`config.mk`:
```
export PLATFORM = sky130hd
export DESIGN_NAME = config_chain_master_flat
export DESIGN_NICKNAME = d
export VERILOG_FILES = /design/src/rtl/config_chain_master_pkg.sv /design/src/rtl/fp_pkg.sv /design/src/rtl/config_if.sv /design/src/rtl/config_chain_master_timer.sv /design/src/rtl/config_chain_master.sv /design/src/flat_wrapper.sv
export SDC_FILE = /design/constraint.sdc
export NUM_CORES = 1
export LEC_CHECK = 0
export ABC_AREA = 1
export ABC_CLOCK_PERIOD_IN_PS = 2050
export BUFFER_PORTS_ARGS = -buffer_cell sky130_fd_sc_hd__buf_2
export CAP_MARGIN = 0
export CORE_ASPECT_RATIO = 0.6
export CORE_UTILIZATION = 38
export CTS_BUF_LIST = sky130_fd_sc_hd__clkbuf_8
export DETAILED_ROUTE_END_ITERATION = 10
export PLACE_DENSITY_LB_ADDON = 0.08
export SLEW_MARGIN = 20
export SYNTH_ARGS = -nofsm -noshare
export SYNTH_HDL_FRONTEND = slang
export SYNTH_SLANG_ARGS = --single-unit
```
`constraint.sdc`:
```
create_clock -name clk -period 2.05 [get_ports clk]
set_input_delay 0 -clock clk [delete_from_list [all_inputs] [get_ports clk]]
set_output_delay 0 -clock clk [all_outputs]
set_load 0.05 [all_outputs]
```
`src/rtl/config_chain_master_pkg.sv`:
```
// config_chain_master_pkg: state encoding and parameter defaults for the
// configuration chain master.
package config_chain_master_pkg;

  localparam int unsigned CCM_CHAIN_LEN_DEF = 24;
  localparam int unsigned CCM_CLK_DIV_DEF   = 2;
  localparam int unsigned CCM_CNT_W         = 16;
  localparam int unsigned CCM_TMR_W         = 8;

  typedef enum logic [2:0] {
    ST_IDLE = 3'd0,
    ST_LOAD = 3'd1,
    ST_LOW  = 3'd2,
    ST_HIGH = 3'd3,
    ST_FIN  = 3'd4
  } ccm_state_e;

endpackage

```
`src/rtl/fp_pkg.sv`:
```
// fp: shared numeric word type for configuration chains.
package fp;

  typedef logic [15:0] fpType;

endpackage

```
`src/rtl/config_if.sv`:
```
// config_if: serial configuration link (data_clk + parallel data word).
interface config_if;

  logic      data_clk;
  fp::fpType data_in;

  modport master (output data_clk, output data_in);
  modport slave  (input  data_clk, input  data_in);

endinterface

```
`src/rtl/config_chain_master_timer.sv`:
```
// clk_phase_timer: counts DIV clk cycles after a load and flags the last one.
// o_expire is high during the DIV-th cycle after i_load; a load in the same
// cycle as expiry restarts the count seamlessly.
module clk_phase_timer
  import config_chain_master_pkg::*;
#(
  parameter int unsigned DIV = CCM_CLK_DIV_DEF
) (
  input  logic i_clk,
  input  logic i_rst,
  input  logic i_load,
  output logic o_expire
);

  localparam logic [CCM_TMR_W-1:0] LP_RELOAD = 8'(DIV - 1);

  logic [CCM_TMR_W-1:0] r_count;
  logic                 r_run;

  // down-counter, reload has priority over counting
  always_ff @(posedge i_clk or posedge i_rst) begin
    if (i_rst) begin
      r_count <= '0;
      r_run   <= 1'b0;
    end else if (i_load) begin
      r_count <= LP_RELOAD;
      r_run   <= 1'b1;
    end else if (r_run) begin
      if (r_count == '0) begin
        r_run <= 1'b0;
      end else begin
        r_count <= r_count - 8'd1;
      end
    end
  end

  assign o_expire = r_run && (r_count == '0);

endmodule

```
`src/rtl/config_chain_master.sv`:
```
// config_chain_master: shifts CHAIN_LEN host words into a serial config chain
// using a divided data_clk (CLK_DIV clk cycles per phase).
// Optional feature macro: CFG_READBACK_EN -- captures the chain tail on each
// shift so the previous chain contents stream out on rd_valid/rd_data.
module config_chain_master
  import config_chain_master_pkg::*;
#(
  parameter int unsigned CHAIN_LEN = CCM_CHAIN_LEN_DEF,
  parameter int unsigned CLK_DIV   = CCM_CLK_DIV_DEF
) (
  input  logic            clk,
  input  logic            reset,
  input  logic            start,
  input  logic            wr_valid,
  input  fp::fpType       wr_data,
  output logic            wr_ready,
  output logic            busy,
  output logic            done,
  config_if.master        cfg_out,
  config_if.slave         cfg_ret,
  output logic            rd_valid,
  output fp::fpType       rd_data
);

  localparam logic [CCM_CNT_W-1:0] LP_CHAIN_LEN = 16'(CHAIN_LEN);

  ccm_state_e           r_state;
  logic                 r_wr_ready;
  logic                 r_busy;
  logic                 r_done;
  logic                 r_data_clk;
  fp::fpType            r_data_in;
  logic [CCM_CNT_W-1:0] r_word_cnt;

  logic w_wr_fire;
  logic w_tmr_load;
  logic w_tmr_expire;
  logic w_shift;
  logic w_unused_ret;

  assign w_wr_fire  = wr_valid && r_wr_ready;
  assign w_shift    = (r_state == ST_LOW) && w_tmr_expire;
  assign w_tmr_load = w_wr_fire || w_shift;

  clk_phase_timer #(
    .DIV (CLK_DIV)
  ) u_timer (
    .i_clk    (clk),
    .i_rst    (reset),
    .i_load   (w_tmr_load),
    .o_expire (w_tmr_expire)
  );

  // pass sequencer with all host/chain outputs registered alongside the state
  always_ff @(posedge clk or posedge reset) begin
    if (reset) begin
      r_state    <= ST_IDLE;
      r_wr_ready <= 1'b0;
      r_busy     <= 1'b0;
      r_done     <= 1'b0;
      r_data_clk <= 1'b0;
      r_data_in  <= '0;
      r_word_cnt <= '0;
    end else begin
      case (r_state)
        ST_IDLE: begin
          if (start) begin
            r_state    <= ST_LOAD;
            r_wr_ready <= 1'b1;
            r_busy     <= 1'b1;
            r_word_cnt <= '0;
          end
        end
        ST_LOAD: begin
          if (w_wr_fire) begin
            r_state    <= ST_LOW;
            r_wr_ready <= 1'b0;
            r_data_in  <= wr_data;
          end
        end
        ST_LOW: begin
          if (w_tmr_expire) begin
            r_state    <= ST_HIGH;
            r_data_clk <= 1'b1;
            r_word_cnt <= r_word_cnt + 16'd1;
          end
        end
        ST_HIGH: begin
          if (w_tmr_expire) begin
            r_data_clk <= 1'b0;
            if (r_word_cnt < LP_CHAIN_LEN) begin
              r_state    <= ST_LOAD;
              r_wr_ready <= 1'b1;
            end else begin
              r_state <= ST_FIN;
              r_done  <= 1'b1;
            end
          end
        end
        ST_FIN: begin
          r_state <= ST_IDLE;
          r_done  <= 1'b0;
          r_busy  <= 1'b0;
        end
        default: begin
          r_state    <= ST_IDLE;
          r_wr_ready <= 1'b0;
          r_busy     <= 1'b0;
          r_done     <= 1'b0;
          r_data_clk <= 1'b0;
        end
      endcase
    end
  end

  assign wr_ready         = r_wr_ready;
  assign busy             = r_busy;
  assign done             = r_done;
  assign cfg_out.data_clk = r_data_clk;
  assign cfg_out.data_in  = r_data_in;

`ifdef CFG_READBACK_EN
  logic      r_rd_valid;
  fp::fpType r_rd_data;

  // sample the chain tail in the cycle before data_clk rises, i.e. pre-shift
  always_ff @(posedge clk or posedge reset) begin
    if (reset) begin
      r_rd_valid <= 1'b0;
      r_rd_data  <= '0;
    end else begin
      r_rd_valid <= w_shift;
      if (w_shift) begin
        r_rd_data <= cfg_ret.data_in;
      end
    end
  end

  assign rd_valid     = r_rd_valid;
  assign rd_data      = r_rd_data;
  assign w_unused_ret = cfg_ret.data_clk;
`else
  assign rd_valid     = 1'b0;
  assign rd_data      = '0;
  assign w_unused_ret = cfg_ret.data_clk ^ (^cfg_ret.data_in);
`endif

endmodule

```
`src/flat_wrapper.sv`:
```
// flat-port wrapper written by rule: the top's interface ports become plain ports
module config_chain_master_flat import config_chain_master_pkg::*;
#(
  parameter int unsigned CHAIN_LEN = CCM_CHAIN_LEN_DEF,
  parameter int unsigned CLK_DIV   = CCM_CLK_DIV_DEF
)
  (clk, reset, start, wr_valid, wr_data, wr_ready, busy, done, rd_valid, rd_data, cfg_out_data_clk, cfg_out_data_in, cfg_ret_data_clk, cfg_ret_data_in);
  config_if cfg_out_i ();
  config_if cfg_ret_i ();
  input  logic clk;
  input  logic reset;
  input  logic start;
  input  logic wr_valid;
  input  fp::fpType wr_data;
  output logic wr_ready;
  output logic busy;
  output logic done;
  output logic rd_valid;
  output fp::fpType rd_data;
  output wire logic [$bits(cfg_out_i.data_clk)-1:0] cfg_out_data_clk;
  output wire logic [$bits(cfg_out_i.data_in)-1:0] cfg_out_data_in;
  input wire logic [$bits(cfg_ret_i.data_clk)-1:0] cfg_ret_data_clk;
  input wire logic [$bits(cfg_ret_i.data_in)-1:0] cfg_ret_data_in;
  assign cfg_out_data_clk = cfg_out_i.data_clk;
  assign cfg_out_data_in = cfg_out_i.data_in;
  assign cfg_ret_i.data_clk = cfg_ret_data_clk;
  assign cfg_ret_i.data_in = cfg_ret_data_in;
  config_chain_master #(.CHAIN_LEN(CHAIN_LEN), .CLK_DIV(CLK_DIV)) u_core (.clk(clk), .reset(reset), .start(start), .wr_valid(wr_valid), .wr_data(wr_data), .wr_ready(wr_ready), .busy(busy), .done(done), .cfg_out(cfg_out_i), .cfg_ret(cfg_ret_i), .rd_valid(rd_valid), .rd_data(rd_data));
endmodule
```
Word level (Yosys, flattened, before mapping)
Index checks and enable logic that the tools add are counted.

storage, ports and cells
  bits of input ports = 37
  bits in registers = 48

operators by class
  add/sub/neg operators = 2
  bitwise logic cells = 4
  reductions and logical operators = 20
  magnitude comparators = 1
  multiplexer cells = 27
  equality and inequality tests = 11

operator list
  operator                                                                       number
  16-bit two-way mux                                                             2
  16-bit one-hot mux with 2 select lines                                         1
  8-bit two-way mux                                                              3
  16-bit by 1-bit adder with 16-bit output, second input constant                1
  16-bit by 5-bit less-than comparator with 1-bit output, second input constant  1
  3-bit two-way mux                                                              5
  3-bit one-hot mux with 4 select lines                                          1
  1-bit two-way mux                                                              11
  3-bit AND reduction                                                            3
  3-bit OR reduction                                                             3
  8-bit logical NOT                                                              1
  2-bit by 1-bit inequality test with 1-bit output, second input constant        4
  8-bit by 1-bit subtractor with 8-bit output, second input constant             1
  3-bit by 2-bit == test with 1-bit output, second input constant                2
  2-bit inequality test, second input constant                                   3
  2-bit AND reduction                                                            3
  5-bit AND reduction                                                            1
  1-bit inverter                                                                 4
  1-bit one-hot mux with 2 select lines                                          2
  1-bit one-hot mux with 4 select lines                                          1
  4-bit AND reduction                                                            1
  2-bit nonzero test                                                             2
  3-bit by 1-bit == test with 1-bit output, second input constant                1
  3-bit == test, second input constant                                           1
  5 further kinds                                                                7

Logic depth before layout (Yosys ltp)
Gate-level depths: netlist of run 1.

  depth after elaboration = 6
  mapped depth = 10

Cells and area by module
A second synthesis of run 1 with hierarchy kept.

unflattened totals
  cell total of the unflattened synthesis = 361
  area, all modules = 2,688.8 sq um

by module, submodules not included
  module               area an instance (sq um)  cells each  instances
  config_chain_master  2,130.8                   286         1
  clk_phase_timer      558.0                     75          1

Least setup slack after synthesis of run 1
Ideal clock, no wire load.

  kind = reg-to-reg
  start = reg u_core.r_wr_ready, in the netlist u_core.wr_ready
  end = reg u_core.r_data_in[0], in the netlist u_core.cfg_out.data_in[0]
  setup slack = 0.368 ns
  buffers on the path = 1
  required time = 1.922 ns
  data arrival time = 1.555 ns
  cell stages (with the launch flop) = 6
  cells stage by stage = dfrtp_1 -> nand2_1 -> inv_1 -> nand4_2 -> buf_4 -> mux2_1

between the ends
  longest elaborated chain between the ends = 2

RTL lines
  what                           line                       source
  start, declared                config_chain_master.sv:28  logic r_wr_ready;
  start signal, assigned         config_chain_master.sv:58  r_wr_ready <= 1'b0;
  start signal, assigned         config_chain_master.sv:69  r_wr_ready <= 1'b1;
  start signal, assigned         config_chain_master.sv:77  r_wr_ready <= 1'b0;
  1-bit logical AND              config_chain_master.sv:41  assign w_wr_fire = wr_valid && r_wr_ready;
  2-bit AND reduction (no line)  n/a
  end signal, assigned           config_chain_master.sv:78  r_data_in <= wr_data;
  end, declared                  config_chain_master.sv:32  fp::fpType r_data_in;

No other way between the ends.
A chain may end at the register's enable or synchronous reset.

Worst setup path after layout of run 1
  start = reg u_core.u_timer.r_count[1]
  end = reg u_core.r_word_cnt[11]

between the ends
  longest elaborated chain between the ends = 4

RTL lines
  what                                                        line                             source
  start, declared                                             config_chain_master_timer.sv:17  logic [CCM_TMR_W-1:0] r_count;
  start signal, assigned                                      config_chain_master_timer.sv:32  r_count <= r_count - 8'd1;
  8-bit logical NOT                                           config_chain_master_timer.sv:37  assign o_expire = r_run && (r_count == '0);
  1-bit logical AND                                           config_chain_master_timer.sv:37
  2-bit by 1-bit inequality test with 1-bit output (no line)  n/a
  3-bit AND reduction (no line)                               n/a
  end signal, assigned                                        config_chain_master.sv:85        r_word_cnt <= r_word_cnt + 16'd1;
  end, declared                                               config_chain_master.sv:33        logic [CCM_CNT_W-1:0] r_word_cnt;

No other way between the ends.

==> impl_metrics.tcl, run 1 <==
set metrics [dict create \
    rsz0062_at_grt "false" \
    fmax_ghz 0.587 \
    hold_viol_final 0 \
    overflow 0 \
    cts.sinks 48 \
    core_um2 6820 \
    synth_seq_cells 48 \
    fin_setup_tns_ns 0 \
    grt_first_pass_wirelength_um 10400 \
    power_density_nw_per_um2 580 \
    initial_core_util 0.401 \
    clk_pin_slew_ns 0.09 \
    synth-seq-area-share 0.439 \
    critPathRequiredTime_ns 2.24 \
    nets 439 \
    cp_slowest_cell "dfrtp_1" \
    syn-cell-area_um2 2740 \
    synth_top_area_cell "dfrtp_1" \
    critPathMaxFanout 22 \
    fin_skew_ns 0.00534 \
    path_cells "inv_1, ha_1, nand3_1, nor2_1, nand3_2, nand2_1, inv_2, nand2_1, o21ai_2" \
    status "finished, violations left" \
    cpPeakStageDelay_ns 0.41 \
    drive_above_1_share 0.195 \
    avgViaCountPerCell 4.72 \
    htree_levels 2 \
    netlist_instances 338 \
    synth_area_leaders "dfrtp_1 (44%), nand2_1 (12%), nand3_1 (6.2%)" \
    reg2reg_slack_ns 0.35 \
    fp.dieW_um 112 \
    grt_pass1_vias 2151 \
    ys_types 32 \
    rows 23 \
    pre_cts_ws_ns 0.349 \
    r2r_end "u_core.r_word_cnt[11]$_DFFE_PP0P_" \
    finalMaxSlewViolations 0 \
    track_usage 0.181 \
    critical_path_class "flip-flop to flip-flop" \
    hp-class "input pin to flip-flop" \
    rr_worst_depth 9 \
    cts_resized 0 \
    tightestPinTransition_ns 0.543 \
    setup_slack_ns 0.346 \
    setup_viol 0 \
    min_from "start" \
    cts_root_buf "clkbuf_8" \
    cts_tree "yes" \
    yosysWarningCount 0 \
    drtAntennaViolNets 0 \
    routed_wl_um 6090 \
    period_needed_ns 1.70 \
    io_pins 74 \
    p_total_uw 1890 \
    clockBufferDepth 2 \
    io_buffers 39 \
    cp-start-kind "flip-flop" \
    wire_per_inst_um 12.5 \
    antenna_found_initial 0 \
    die_area_um2 7560 \
    drtIter0Drc 187 \
    syn_avg_cell_area_um2 8.10 \
    grt_max_degree 24 \
    hold_depth 3 \
    maxCapViolations 0 \
    synth_top_area_frac 0.439 \
    power_leakage_uw 0.00175 \
    area_growth_pct 19.0 \
    fin_area_um2 3260 \
    dpl-instance-area_um2 2960 \
    gp_congestion 0.806 \
    dp_hpwl_um 4340 \
    drc 3 \
    fin_crit_sh 0.831 \
    worstHoldEndpoint "u_core.busy$_DFFE_PP0P_" \
    clk_latency_ns 0.30 \
    worstSetupEndpointType "flip-flop" \
    die_h_um 67.7 \
    vdd_drop_max_v 0.000280 \
    max_slew_margin 0.637 \
    violations "DRC" \
    crit_top_cell "nand2_1" \
    diodes 0 \
    crit_arrival_ns 1.89 \
    r2r_start "u_core.u_timer.r_count[1]$_DFFE_PP0P_" \
    num_vias 2293 \
    cts_buffers 5 \
    dr.pass1.iters 8 \
]
worst max path at each step:
stage                                                startpoint                                    end  slack [ns]  cells after the start
after floorplan                     u_core.wr_ready$_DFFE_PP0P_  u_core.cfg_out.data_in[0]$_DFFE_PP0P_        0.37                      5
after global placement    u_core.u_timer.r_count[1]$_DFFE_PP0P_      u_core.r_word_cnt[10]$_DFFE_PP0P_        0.35                      9
after detailed placement  u_core.u_timer.r_count[1]$_DFFE_PP0P_      u_core.r_word_cnt[10]$_DFFE_PP0P_        0.35                      9
after CTS                 u_core.u_timer.r_count[1]$_DFFE_PP0P_      u_core.r_word_cnt[11]$_DFFE_PP0P_        0.32                      9
after global routing      u_core.u_timer.r_count[1]$_DFFE_PP0P_      u_core.r_word_cnt[13]$_DFFE_PP0P_        0.13                      9
final                     u_core.u_timer.r_count[1]$_DFFE_PP0P_      u_core.r_word_cnt[11]$_DFFE_PP0P_        0.35                      9
repair_timing:
action	CTS	global route
hold buffers	17	0
setup endpoints to repair	0	0
endpoints found under the hold margin	37	0
setup buffers	0	0
worst max-delay path, delay by kind of cell, from the launching register on:
kind	cells	cell delay, ns
simple gates	5	0.68
flops	1	0.41
buf+inv	2	0.27
fa+ha+maj	1	0.16
compound gates	1	0.06
layout make-up:
type                       count  area [µm²]
timing repair buffer          61         403
sequential                    48        1200
clock inverter                 2        60.1
inverter                      32         120
fill                         673        3560
clock buffer                   5        68.8
tap                           87         109
multi-input combinational    251        1290
logic make-up after synthesis:
family	count (synthesis)	share of synthesized area
AOI/OAI and AO/OA	32	0.0681
xor gates and xnor gates	5	0.0160
adders and majority gates	3	0.0137
buffers and inverters	55	0.110
DFF	48	0.439
muxes	16	0.0658
other	1	0.00137
and+or+nand+nor	178	0.286
power by group:
part	internal, µW	switching (µW)
logic	36.6	97.2
registers	946	0
clock network	480	328
cell usage in the layout (no fill, tap or decap), drive strengths merged:
cell type / n
nand3: 35
and2: 1
clkinv: 1
inv: 31
nor2: 40
nand4: 9
ha: 3
conb: 17
a21oi: 7
o21bai: 2
nand2: 87
dfrtp: 48
xor2: 5
bufinv: 2
a21o: 1
or2: 3
nor3: 3
buf: 44
o21ai: 22
mux2: 16
dlygate4sd3: 17
clkbuf: 5
synth_stat cells (all sizes together):
cell type	count
nand3	35
a21o	1
dfrtp	48
nor2	40
ha	3
xor2	5
and2	1
nand4	9
mux2	16
clkinv	1
o21bai	2
nor3	3
conb	1
inv	31
a21oi	7
or2	3
buf	23
o21ai	22
nand2	87
sequential cells by signal (all words and copies together) (netlist names):
register                 flops
u_core.cfg_out.data_in      16
u_core.r_word_cnt           16
u_core.u_timer.r_count       8
u_core.r_state               3
u_core.busy                  1
u_core.cfg_out.data_clk      1
u_core.done                  1
u_core.u_timer.r_run         1
u_core.wr_ready              1
stage by stage:
step,hold WS (ns),std cells,utilization
2_1_floorplan,0.132,354,-
3_3_place_gp,0.0727,462,0.434
3_5_place_dp,0.0850,462,0.434
4_1_cts,0.00717,486,0.478
5_1_grt,0.0270,486,0.478
6_report,0.0125,486,0.478
layer usage:
| layer | up-vias | wire length (µm) | GRT usage |
|---|---|---|---|
| li1 | 1183 | - | - |
| met1 | 1039 | 3410 | 0.263 |
| met2 | 67 | 2340 | 0.267 |
| met3 | 4 | 298 | 0.0476 |
| met4 | 0 | 40 | 0.0405 |
| met5 | - | 0 | 0 |
Note: power is estimated with default switching activity, not from simulation.
==> run 2: changes to the inputs <==
Settings changed: ABC_CLOCK_PERIOD_IN_PS 2050 to 1700.
Clock period 2.05 ns to 1.7 ns, I/O delays scaled along.
==> run 2 against run 1 <==
Net effect:
- sequential share of layout area down 1.1 points
- critical path depth did not move
- first-iteration DRC count fell by 43%
- clock power increased by 8.2%
- flip-flop and latch count is the same
- the flow still finishes with violations (DRC)
- final cell count is 1.9% higher
- critical endpoint is now u_core.r_state[1]$_DFFE_PP0P_
- core utilization up 1.5 points
- register-to-register slack got worse by 0.23 ns
==> impl_metrics.tcl, run 2 (synthesized netlist as in run 1, its figures left out) <==
set metrics [dict create \
    cts_tree "yes" \
    drtIter0Drc 106 \
    power_leakage_uw 0.00180 \
    die_area_um2 7560 \
    cts.sinks 48 \
    fin_crit_sh 0.931 \
    critPathRequiredTime_ns 1.91 \
    final_core_util 0.493 \
    clockBufferDepth 2 \
    hold_viol_final 0 \
    fmax_ghz 0.632 \
    routed_wl_um 6160 \
    hp-class "input pin to flip-flop" \
    setup_viol 0 \
    antenna_found_initial 0 \
    track_usage 0.181 \
    overflow 0 \
    htree_levels 2 \
    dpl-instance-area_um2 3020 \
    clk_latency_ns 0.31 \
    io_pins 74 \
    crit_arrival_ns 1.79 \
    nets 447 \
    num_vias 2326 \
    drtAntennaViolNets 0 \
    grt_first_pass_wirelength_um 10500 \
    area_growth_pct 22.7 \
    dr.pass1.iters 7 \
    period_needed_ns 1.58 \
    fin_skew_ns 0.00614 \
    mostFrequentLayoutCells "nand2_1 (85), dfrtp_1 (48), buf_2 (39), nor2_1 (37), nand3_1 (33)" \
    fp.dieW_um 112 \
    violations "DRC" \
    cp-start-kind "flip-flop" \
    power_density_nw_per_um2 649 \
    gp_congestion 0.873 \
    die_h_um 67.7 \
    status "finished, violations left" \
    fillCellCount 655 \
    io_buffers 39 \
    clk_pin_slew_ns 0.10 \
    worstSetupEndpointType "flip-flop" \
    cts_buffers 5 \
    drive_above_1_share 0.218 \
    vdd_drop_max_v 0.000367 \
    cts_root_buf "clkbuf_8" \
    drc 6 \
    critPathMaxFanout 5 \
    grt_max_degree 49 \
    critical_path_class "flip-flop to flip-flop" \
    grt_pass1_vias 2102 \
    finalMaxSlewViolations 0 \
    fin_area_um2 3360 \
    final_common_cell "nand2_1" \
    diodes 0 \
    maxCapViolations 0 \
    rows 23 \
    wire_per_inst_um 12.4 \
    avgViaCountPerCell 4.70 \
    dp_hpwl_um 4310 \
    initial_core_util 0.401 \
    core_um2 6820 \
]
==> run 2: metrics by stage <==
step	cells	setup slack (ns)	setup TNS [ns]	power, µW	hold WS, ns
floorplan	354	0.0177	0	1290	0.132
global placement	468	-0.0504	-0.527	1300	0.0671
detailed placement	468	-0.0526	-0.372	1300	0.0655
CTS	494	0.0137	0	2220	0.0746
global route	495	-0.00449	-0.00449	2270	0.115
finish	495	0.117	0	2180	0.0961
==> run 2: worst max-delay path: stages, from the launching register on <==
cell     delay [ns]
dfrtp_1        0.39
inv_1          0.10
ha_1           0.17
inv_1          0.04
nor2_1         0.19
nand3_4        0.14
a21oi_4        0.23
nand2_1        0.10
nand2_1        0.07
nand2_1        0.05
==> run 2: repair_timing <==
item                                    in CTS  in global routing
pin swaps                                    0                  2
endpoints found under the setup margin      16                 23
hold buffers                                18                  0
gates cloned                                 0                  0
endpoints found under the hold margin       65                  0
resized for setup                            1                  8
buffers inserted                             0                  1
==> run 2: report_power, final <==
| group | switching (µW) | leakage (µW) | total [µW] | internal [µW] |
|---|---|---|---|---|
| Combinational | 116 | 0.00113 | 164 | 47.5 |
| Sequential | 0 | 0.000613 | 1140 | 1140 |
| Clock | 431 | 0.0000583 | 874 | 444 |
==> run 2: final timing paths <==
path	cells after the start	slack (ns)	from	endpoint
setup / recovery	9	0.12	u_core.u_timer.r_count[1]$_DFFE_PP0P_	u_core.r_state[1]$_DFFE_PP0P_
hold / removal	4	0.1	wr_valid	u_core.u_timer.r_count[2]$_DFFE_PP0P_
setup reg to reg	9	0.12	u_core.u_timer.r_count[1]$_DFFE_PP0P_	u_core.r_state[1]$_DFFE_PP0P_
hold reg to reg	1	0.50	u_core.cfg_out.data_in[15]$_DFFE_PP0P_	u_core.cfg_out.data_in[15]$_DFFE_PP0P_
max in group asynchronous	4	1.22	reset	u_core.u_timer.r_count[6]$_DFFE_PP0P_
min in group asynchronous	4	0.26	reset	u_core.cfg_out.data_in[15]$_DFFE_PP0P_
==> run 2: cell type report <==
cell class,count,area [µm²],area share
multi-input combinational,251,1330,0.396
sequential,48,1200,0.358
timing repair buffer,69,482,0.143
inverter,32,123,0.0365
tap,87,109,0.0324
clock buffer,5,68.8,0.0205
clock inverter,3,47.5,0.0142
==> run 2: per-layer routing <==
| layer | GRT usage | vias to the layer above | share of wire | wire, µm |
|---|---|---|---|---|
| met4 | 0.0557 | 0 | 0.010 | 63 |
| met3 | 0.0449 | 8 | 0.055 | 339 |
| met1 | 0.266 | 1046 | 0.56 | 3440 |
| li1 | - | 1201 | - | - |
| met5 | 0 | - | 0 | 0 |
| met2 | 0.259 | 71 | 0.38 | 2320 |
